==> config.mk <==
export PLATFORM = sky130hd
export DESIGN_NAME = serial_link_port_flat
export DESIGN_NICKNAME = d
export VERILOG_FILES = /design/src/rtl/serial_link_port_if.sv /design/src/rtl/serial_link_port.sv /design/src/flat_wrapper.sv
export SDC_FILE = /design/constraint.sdc
export NUM_CORES = 1
export LEC_CHECK = 0
export BUFFER_PORTS_ARGS = -buffer_cell sky130_fd_sc_hd__buf_2
export CAP_MARGIN = 10
export CORE_ASPECT_RATIO = 2
export CORE_MARGIN = 10
export CORE_UTILIZATION = 50
export CTS_BUF_LIST = sky130_fd_sc_hd__clkbuf_8
export DETAILED_ROUTE_END_ITERATION = 7
export GPL_TIMING_DRIVEN = 1
export PLACE_DENSITY_LB_ADDON = 0.08
export SLEW_MARGIN = 20
export SYNTH_ARGS = -nofsm -noshare
export SYNTH_HDL_FRONTEND = slang
export SYNTH_SLANG_ARGS = --single-unit
==> constraint.sdc <==
create_clock -name clk -period 2.4 [get_ports clk]
set_input_delay 0.12 -clock clk [delete_from_list [all_inputs] [get_ports clk]]
set_output_delay 0.12 -clock clk [all_outputs]
set_load 0.05 [all_outputs]
==> src/rtl/serial_link_port_if.sv <==
// Word-level handshake bundle between the CPU side and serial_link_port.
// The master modport is the CPU side; the port itself uses the slave modport.
interface serial_link_port_if #(
  parameter int WORD_BITS = 16
);
  logic                 tx_valid;
  logic                 tx_ready;
  logic [WORD_BITS-1:0] tx_data;
  logic                 tx_kind;
  logic                 rx_valid;
  logic                 rx_ready;
  logic [WORD_BITS-1:0] rx_data;
  logic                 rx_overflow;

  modport master (
    output tx_valid, tx_data, tx_kind, rx_ready,
    input  tx_ready, rx_valid, rx_data, rx_overflow
  );

  modport slave (
    input  tx_valid, tx_data, tx_kind, rx_ready,
    output tx_ready, rx_valid, rx_data, rx_overflow
  );
endinterface

==> src/rtl/serial_link_port.sv <==
// Framed serial port: the TX side serialises one word per frame onto IO_BITS pins
// (start cycle, then LSB-first beats), and the RX side synchronises, detects and
// deserialises frames into a single-entry valid/ready output slot.
module serial_link_port #(
  parameter int IO_BITS   = 2,
  parameter int WORD_BITS = 16,
  parameter int RX_SYNC   = 1
) (
  input  logic                clk,
  input  logic                rst_n,
  serial_link_port_if.slave   bus,
  output logic [IO_BITS-1:0]  tx_pins,
  output logic                tx_fetch,
  output logic                tx_busy,
  input  logic [IO_BITS-1:0]  rx_pins,
  output logic                rx_busy
);

  localparam int BEATS  = WORD_BITS / IO_BITS;
  localparam int BEAT_W = (BEATS > 1) ? $clog2(BEATS) : 1;
  localparam logic [BEAT_W-1:0]  LAST_BEAT = BEAT_W'(BEATS - 1);
  localparam logic [IO_BITS-1:0] START_PAT = IO_BITS'(1);

  typedef enum logic [1:0] {
    TX_IDLE,
    TX_START,
    TX_DATA
  } tx_state_t;

  typedef enum logic {
    RX_IDLE,
    RX_DATA
  } rx_state_t;

  // ---------------------------------------------------------------- TX side

  tx_state_t             tx_state, tx_state_d;
  logic [BEAT_W-1:0]     tx_beat, tx_beat_d;
  logic [WORD_BITS-1:0]  tx_word, tx_word_d;
  logic                  tx_kind_q, tx_kind_d;
  logic [IO_BITS-1:0]    tx_pins_q, tx_pins_d;
  logic                  tx_fetch_q, tx_fetch_d;
  logic                  tx_ready_c;
  logic                  tx_fire;

  // A new word is taken when idle or during the last beat, so frames can abut.
  assign tx_ready_c = (tx_state == TX_IDLE) ||
                      ((tx_state == TX_DATA) && (tx_beat == LAST_BEAT));
  assign tx_fire    = bus.tx_valid && tx_ready_c;

  // TX state register, beat counter and latched word/flag.
  always_ff @(posedge clk or negedge rst_n) begin
    if (!rst_n) begin
      tx_state  <= TX_IDLE;
      tx_beat   <= '0;
      tx_word   <= '0;
      tx_kind_q <= 1'b0;
    end else begin
      tx_state  <= tx_state_d;
      tx_beat   <= tx_beat_d;
      tx_word   <= tx_word_d;
      tx_kind_q <= tx_kind_d;
    end
  end

  // TX next-state: start cycle, then BEATS data cycles, optionally chaining a new frame.
  always_comb begin
    tx_state_d = tx_state;
    tx_beat_d  = tx_beat;
    case (tx_state)
      TX_IDLE: begin
        if (tx_fire) begin
          tx_state_d = TX_START;
        end
        tx_beat_d = '0;
      end
      TX_START: begin
        tx_state_d = TX_DATA;
        tx_beat_d  = '0;
      end
      TX_DATA: begin
        if (tx_beat == LAST_BEAT) begin
          tx_state_d = tx_fire ? TX_START : TX_IDLE;
          tx_beat_d  = '0;
        end else begin
          tx_beat_d = tx_beat + BEAT_W'(1);
        end
      end
      default: begin
        tx_state_d = TX_IDLE;
        tx_beat_d  = '0;
      end
    endcase
  end

  // TX outputs: pin values for the coming cycle, derived from the next state so the pins can be registered.
  always_comb begin
    tx_word_d  = tx_word;
    tx_kind_d  = tx_kind_q;
    if (tx_fire) begin
      tx_word_d = bus.tx_data;
      tx_kind_d = bus.tx_kind;
    end
    tx_pins_d  = '0;
    tx_fetch_d = 1'b0;
    case (tx_state_d)
      TX_START: begin
        tx_pins_d  = START_PAT;
        tx_fetch_d = tx_kind_d;
      end
      TX_DATA: begin
        tx_pins_d  = tx_word_d[int'(tx_beat_d)*IO_BITS +: IO_BITS];
        tx_fetch_d = tx_kind_d;
      end
      default: begin
        tx_pins_d  = '0;
        tx_fetch_d = 1'b0;
      end
    endcase
  end

  // Registered pin drivers; reset forces the line idle immediately.
  always_ff @(posedge clk or negedge rst_n) begin
    if (!rst_n) begin
      tx_pins_q  <= '0;
      tx_fetch_q <= 1'b0;
    end else begin
      tx_pins_q  <= tx_pins_d;
      tx_fetch_q <= tx_fetch_d;
    end
  end

  assign tx_pins      = tx_pins_q;
  assign tx_fetch     = tx_fetch_q;
  assign tx_busy      = (tx_state != TX_IDLE);
  assign bus.tx_ready = tx_ready_c;

  // ---------------------------------------------------------------- RX side

  logic [IO_BITS-1:0] rx_s;

  generate
    if (RX_SYNC == 0) begin : g_no_sync
      assign rx_s = rx_pins;
    end else begin : g_sync
      logic [IO_BITS-1:0] sync_q [RX_SYNC];

      // Input synchroniser chain ahead of frame detection.
      always_ff @(posedge clk or negedge rst_n) begin
        if (!rst_n) begin
          for (int i = 0; i < RX_SYNC; i++) begin
            sync_q[i] <= '0;
          end
        end else begin
          sync_q[0] <= rx_pins;
          for (int i = 1; i < RX_SYNC; i++) begin
            sync_q[i] <= sync_q[i-1];
          end
        end
      end

      assign rx_s = sync_q[RX_SYNC-1];
    end
  endgenerate

  rx_state_t             rx_state, rx_state_d;
  logic [BEAT_W-1:0]     rx_beat, rx_beat_d;
  logic [WORD_BITS-1:0]  rx_shift;
  logic [WORD_BITS-1:0]  rx_word;
  logic                  rx_done;
  logic                  rx_load;
  logic                  rx_valid_q, rx_valid_d;
  logic [WORD_BITS-1:0]  rx_data_q;
  logic                  rx_overflow_q, rx_overflow_d;

  // RX state register, beat counter and beat collection slots.
  always_ff @(posedge clk or negedge rst_n) begin
    if (!rst_n) begin
      rx_state <= RX_IDLE;
      rx_beat  <= '0;
      rx_shift <= '0;
    end else begin
      rx_state <= rx_state_d;
      rx_beat  <= rx_beat_d;
      if (rx_state == RX_DATA) begin
        rx_shift[int'(rx_beat)*IO_BITS +: IO_BITS] <= rx_s;
      end
    end
  end

  // RX next-state: only bit 0 starts a frame; after the last beat the very next cycle may start again.
  always_comb begin
    rx_state_d = rx_state;
    rx_beat_d  = rx_beat;
    rx_done    = 1'b0;
    case (rx_state)
      RX_IDLE: begin
        if (rx_s[0]) begin
          rx_state_d = RX_DATA;
        end
        rx_beat_d = '0;
      end
      RX_DATA: begin
        if (rx_beat == LAST_BEAT) begin
          rx_done    = 1'b1;
          rx_state_d = RX_IDLE;
          rx_beat_d  = '0;
        end else begin
          rx_beat_d = rx_beat + BEAT_W'(1);
        end
      end
      default: begin
        rx_state_d = RX_IDLE;
        rx_beat_d  = '0;
      end
    endcase
  end

  // RX outputs: assemble the finished word and decide between loading it and reporting overflow.
  always_comb begin
    rx_word = rx_shift;
    rx_word[int'(rx_beat)*IO_BITS +: IO_BITS] = rx_s;
    rx_load       = rx_done && (!rx_valid_q || bus.rx_ready);
    rx_overflow_d = rx_done && !rx_load;
    rx_valid_d    = rx_valid_q;
    if (rx_load) begin
      rx_valid_d = 1'b1;
    end else if (rx_valid_q && bus.rx_ready) begin
      rx_valid_d = 1'b0;
    end
  end

  // Output slot: holds the delivered word until consumed, and the one-cycle overflow pulse.
  always_ff @(posedge clk or negedge rst_n) begin
    if (!rst_n) begin
      rx_valid_q    <= 1'b0;
      rx_data_q     <= '0;
      rx_overflow_q <= 1'b0;
    end else begin
      rx_valid_q    <= rx_valid_d;
      rx_overflow_q <= rx_overflow_d;
      if (rx_load) begin
        rx_data_q <= rx_word;
      end
    end
  end

  assign bus.rx_valid    = rx_valid_q;
  assign bus.rx_data     = rx_data_q;
  assign bus.rx_overflow = rx_overflow_q;
  assign rx_busy         = (rx_state != RX_IDLE);

endmodule
==> src/flat_wrapper.sv <==
// flat-port wrapper written by rule: the top's interface ports become plain ports
module serial_link_port_flat 
#(
  parameter int IO_BITS   = 2,
  parameter int WORD_BITS = 16,
  parameter int RX_SYNC   = 1
)
  (clk, rst_n, tx_pins, tx_fetch, tx_busy, rx_pins, rx_busy, bus_tx_valid, bus_tx_data, bus_tx_kind, bus_rx_ready, bus_tx_ready, bus_rx_valid, bus_rx_data, bus_rx_overflow);
  serial_link_port_if #(.WORD_BITS(WORD_BITS)) bus_i ();
  input  logic clk;
  input  logic rst_n;
  output logic [IO_BITS-1:0] tx_pins;
  output logic tx_fetch;
  output logic tx_busy;
  input  logic [IO_BITS-1:0] rx_pins;
  output logic rx_busy;
  input wire logic [$bits(bus_i.tx_valid)-1:0] bus_tx_valid;
  input wire logic [$bits(bus_i.tx_data)-1:0] bus_tx_data;
  input wire logic [$bits(bus_i.tx_kind)-1:0] bus_tx_kind;
  input wire logic [$bits(bus_i.rx_ready)-1:0] bus_rx_ready;
  output wire logic [$bits(bus_i.tx_ready)-1:0] bus_tx_ready;
  output wire logic [$bits(bus_i.rx_valid)-1:0] bus_rx_valid;
  output wire logic [$bits(bus_i.rx_data)-1:0] bus_rx_data;
  output wire logic [$bits(bus_i.rx_overflow)-1:0] bus_rx_overflow;
  assign bus_i.tx_valid = bus_tx_valid;
  assign bus_i.tx_data = bus_tx_data;
  assign bus_i.tx_kind = bus_tx_kind;
  assign bus_i.rx_ready = bus_rx_ready;
  assign bus_tx_ready = bus_i.tx_ready;
  assign bus_rx_valid = bus_i.rx_valid;
  assign bus_rx_data = bus_i.rx_data;
  assign bus_rx_overflow = bus_i.rx_overflow;
  serial_link_port #(.IO_BITS(IO_BITS), .WORD_BITS(WORD_BITS), .RX_SYNC(RX_SYNC)) u_core (.clk(clk), .rst_n(rst_n), .bus(bus_i), .tx_pins(tx_pins), .tx_fetch(tx_fetch), .tx_busy(tx_busy), .rx_pins(rx_pins), .rx_busy(rx_busy));
endmodule
### Word-level counts from Yosys, hierarchy flattened

Index checks and enable logic that the tools add are counted.

* input port bits: 23
* logic and storage cells: 59
* flip-flop bits (word level): 65

* equality and inequality tests: 6
* bitwise operators: 1
* $add $sub $neg: 3
* shift-type cells: 3
* reduce and logical (&&, ||, !) cells: 13
* muxes and demuxes: 20

Operators with widths (count)
* 4-bit negation with 33-bit output: 1
* 2-bit by 33-bit variable shift with 16-bit output, first input constant: 1
* 2-bit by 33-bit indexed part select with 16-bit output: 1
* 16-bit bitwise mux: 1
* 16-bit two-way mux: 1
* 16-bit by 5-bit indexed part select with 2-bit output: 1
* 1-bit two-way mux: 9
* 3-bit two-way mux: 3
* 3-bit by 1-bit adder with 3-bit output, second input constant: 2
* 3-bit == test, second input constant: 2
* 2-bit case mux with 3 select lines: 1
* 3-bit case mux with 2 select lines: 1
* 1-bit logical AND: 5
* 2-bit by 1-bit == test with 1-bit output, second input constant: 2
* 2-bit == test, second input constant: 2
* 2-bit two-way mux: 2
* 2-bit case mux with 2 select lines: 1
* 2-bit nonzero test: 2
* 1-bit logical NOT: 2
* 2-bit logical NOT: 1
* 1-bit logical OR: 2
* 1-bit case mux with 2 select lines: 1
* 2-bit OR reduction: 1
* 1-bit inverter: 1

### Depth between registers and ports, before layout

* depth in word-level cells: 10
* mapped depth: 10
* depth with buffers taken out: 9

### Least setup slack after synthesis

Ideal clock, no wire load.

* path type: register to register
* start point: register u_core.tx_beat[0]
* end point: register u_core.tx_pins_q[0] (netlist: u_core.tx_pins[0])
* slack: 0.069 ns
* stages on the path, launching flop included: 10
* arrival: 2.231 ns
* buffers on the path: 2
* cells stage by stage: dfrtp_1 -> ha_1 -> ha_1 -> nand2b_1 -> nand2_2 -> buf_6 -> clkbuf_1 -> ha_1 -> nand2b_1 -> o32ai_1

* word-level cells in the longest chain between the ends: 9
* elaborated cells between the ends (all ways): 16
* those cells by class: add/sub (1); eq/ne (3); shift (1); mux (8); reduce/logical (3)

Ends and longest elaborated chain
* start: declaration: line serial_link_port.sv:38 `logic [BEAT_W-1:0] tx_beat, tx_beat_d;`
* start signal: assignment: line serial_link_port.sv:60 `tx_beat <= tx_beat_d;`
* branches (longest 8 deep; another with 3-bit by 1-bit adder with 3-bit output)
* 2-bit case mux with 2 select lines (*): line serial_link_port.sv:106 `case (tx_state_d)`
* via u_core.tx_pins_d[0]: line serial_link_port.sv:41 `logic [IO_BITS-1:0] tx_pins_q, tx_pins_d;`
* end signal: assignment: line serial_link_port.sv:128 `tx_pins_q <= tx_pins_d;`
* end: declaration: line serial_link_port.sv:41

Mark *: on every way through the listed nets, which the timed path passes.
A chain may end at the register's enable or synchronous reset.

### Worst setup path in the final report

* start point: register u_core.tx_beat[0]
* end point: register u_core.tx_pins_q[0] (netlist: u_core.tx_pins[0])

* elaborated cells between the ends (all ways): 16
* those cells by class: add/sub (1); eq/ne (3); shift (1); mux (8); reduce/logical (3)

RTL lines
* 3-bit == test: line serial_link_port.sv:48 `((tx_state == TX_DATA) && (tx_beat == LAST_BEAT));`
* 1-bit logical AND: line serial_link_port.sv:48
* 1-bit logical OR: line serial_link_port.sv:47 `assign tx_ready_c = (tx_state == TX_IDLE) ||`
* 1-bit logical AND: line serial_link_port.sv:49 `assign tx_fire = bus.tx_valid && tx_ready_c;`
* 16-bit two-way mux: line serial_link_port.sv:100 `if (tx_fire) begin`
* via u_core.tx_word_d[14]: line serial_link_port.sv:39 `logic [WORD_BITS-1:0] tx_word, tx_word_d;`
* 16-bit by 5-bit indexed part select with 2-bit output: line serial_link_port.sv:112 `tx_pins_d = tx_word_d[int'(tx_beat_d)*IO_BITS +: IO_BITS];`
* 2-bit case mux with 2 select lines: line serial_link_port.sv:106
* via u_core.tx_pins_d[0]: line serial_link_port.sv:41

The timed path passes the listed nets, and every way through them passes these cells.

==> out/metrics.cfg <==
[run_status]
status=finished clean

[pwr]
powerDensity_nw_per_um2=1390
p_leak_nw=1.95
finalPower_mw=5.21
ir_drop_v=0.000652

[layout]
nets=393
diodes=0
drive_gt1_share_pct=24.3
final_core_util_pct=62.3
final_cell_mix=dfrtp_1 (65), nand2_1 (51), buf_2 (46)
instances_no_fill=425
fin_area_um2=3740
syn2layout_area_growth_pct=22.0
final_common_cell=dfrtp_1

[worst_setup_path]
worst-path-max-fanout=8
reg2reg_slack_ns=0.14
cpLargestDelayFamily=simple AND/OR/NAND/NOR gates
slowest_delay_ns=0.38
startpoint_type=flip-flop
crit_chain=ha_1, ha_1, nand2b_1, nand2_4, mux2_1, or3_1, a21boi_0, o32ai_1
arrival_ns=2.48
crit_required_ns=2.62
criticalPathCategory=flip-flop to flip-flop
crit_buf_inv=0
cpMaxStageDelayCell=dfrtp_1
crit_path_frequent_cell=ha_1
end_kind=flip-flop

[placed_design]
port_buffers=46
postPlaceCellArea_um2=3430
pre_cts_ws_ns=0.0934
gp_congestion=0.898
hpwlAfterDp_um=5220
dp.cells=397

[timing]
worstMarginPinSlew_ns=0.462
rsz0062_at_grt=no
fin_ws_ns=0.141
setup_violations=0
slew_headroom_pct=68.9
finalHoldViolations=0
min_period_over_period_pct=94.1
fmax_mhz=443
min_period_ns=2.26
holdWs_ns=0.0144
maxSlewViolCount=0
totalNegativeSetupSlack_ns=0
fin_skew_ns=0.00695

[yosys]
synth_top_area_cell=dfrtp_1
synth_area_leaders=dfrtp_1 (53%), nand2_1 (6.2%), mux2i_1 (5.9%)
seq_area_frac_synth_pct=53.1
synth_nets=317
syn_inst=283
ys_ff_latch=65
synth_ff_type=dfrtp_1
synth_cell_types=37
synth_area_per_cell_um2=10.8
synth_edf_count=0
yosysTopAreaCellShare_pct=53.1
synthesis.area_um2=3070
synth-async-reset-ratio_pct=100
synth-warning-count=0

[routing]
final_antenna_net_count=0
routed_via_density=5.33
post_drt_wl_per_cell_um=15.7
drc=0
dr.first_iter.drc_count=108
drt-pass1-iter-count=4
wl_um=6660
route.vias.total=2264

[clock_network]
clk_path_buf_depth=2
clock-sinks=65
cts_max_level=3
cts_inserted_buffers=9
cts-root-buf=clkbuf_8
clkTransAtPathRegs_ns=0.06
clk_latency_ns=0.34
cts_tree=yes

[global_routing]
globalRouteTotalUtil_pct=15.2
antenna_found_initial=0
grt_pass1_wl_um=11400
grt_overflow=0
grt_pass1_vias=2464
grt_max_degree=25

[floorplan]
fp.dieW_um=75.4
core-area_um2=6010
ios=47
initial_core_util_pct=51.0
fp.dieH_um=131
dieArea_um2=9850
rows=40

[min_path]
hp-class=input pin to flip-flop

[run]
drv_cap=0

[tightest hold or removal path, cell delays in order]
cell     delay, ns
buf_2         0.09
nand2_1       0.05
nand2_1       0.06
[area by class of cell]
cell class              instances  area, um2
inverters                      12       45.0
multi-input cells             197       1350
clock buffers                  11        151
clock inverters                 3       11.3
well taps                      63       78.8
fillers                       527       2260
flip-flops and latches         65       1630
repair buffers                 74        475
[power by group]
group	total [mW]	internal, mW	leakage [nW]	switching (mW)
clock network	0.797	0.409	0.0951	0.388
registers	1.78	1.54	0.799	0.234
logic	2.63	0.958	1.05	1.67
total	5.21	2.91	1.95	2.30
[worst paths after layout]
kind                                                endpoint  cells after the start                        start
max                              u_core.tx_pins[0]$_DFF_PN0_                      8  u_core.tx_beat[0]$_DFF_PN0_
min in group asynchronous  u_core.bus.rx_data[8]$_DFFE_PN0P_                      2                        rst_n
max in group asynchronous        u_core.tx_word[1]$_DFF_PN0_                      3                        rst_n
min                              u_core.tx_word[1]$_DFF_PN0_                      3               bus_tx_data[1]
max reg2reg                      u_core.tx_pins[0]$_DFF_PN0_                      8  u_core.tx_beat[0]$_DFF_PN0_
min reg2reg                      u_core.tx_word[9]$_DFF_PN0_                      2  u_core.tx_word[9]$_DFF_PN0_
[logic make-up (layout without fill, tap and decap cells)]
logic type | Yosys count | in the layout | share of synthesized area, %
AOI/OAI and AO/OA | 31 | 31 | 6.16
adders and majority gates | 11 | 11 | 4.49
DFF | 65 | 65 | 53.1
and+or+nand+nor | 113 | 113 | 16.8
buffers and inverters | 21 | 100 | 3.06
muxes | 42 | 42 | 16.4
[metal layers]
metal	global-route usage (%)	vias up	wire length (um)
li1	-	1108	-
met1	14.8	1095	2390
met2	27.9	45	3790
met3	4.53	16	328
met4	7.15	0	148
met5	0	-	0
[flip-flops by register name (all words and copies together) (netlist names)]
signal and cells:
u_core.tx_state 2, u_core.tx_beat 3, u_core.bus.rx_overflow 1, u_core.bus.rx_data 16
u_core.bus.rx_valid 1, u_core.tx_word 16, u_core.tx_fetch 1, u_core.rx_busy 1
u_core.tx_kind_q 1, u_core.rx_beat 3, u_core.rx_shift 16, u_core.tx_pins 2
u_core.g_sync.sync_q 2
[Yosys cell counts (all sizes together) (2+ instances only)]
cell,count
a211oi,2
a21oi,19
and2,2
and2b,3
buf,3
clkbuf,6
dfrtp,65
ha,11
inv,12
mux2,20
mux2i,18
mux4,4
nand2,53
nand2b,7
nand3,5
nor2,28
nor2b,4
nor3,5
o21ai,4
or3,2
[timing repair]
item,in CTS,in global routing
buffers inserted,0,0
endpoints found under the hold margin,32,0
endpoints found under the setup margin,0,1
hold buffers,14,0
gates resized for setup,0,1
Note: power is estimated with default switching activity, not from simulation.
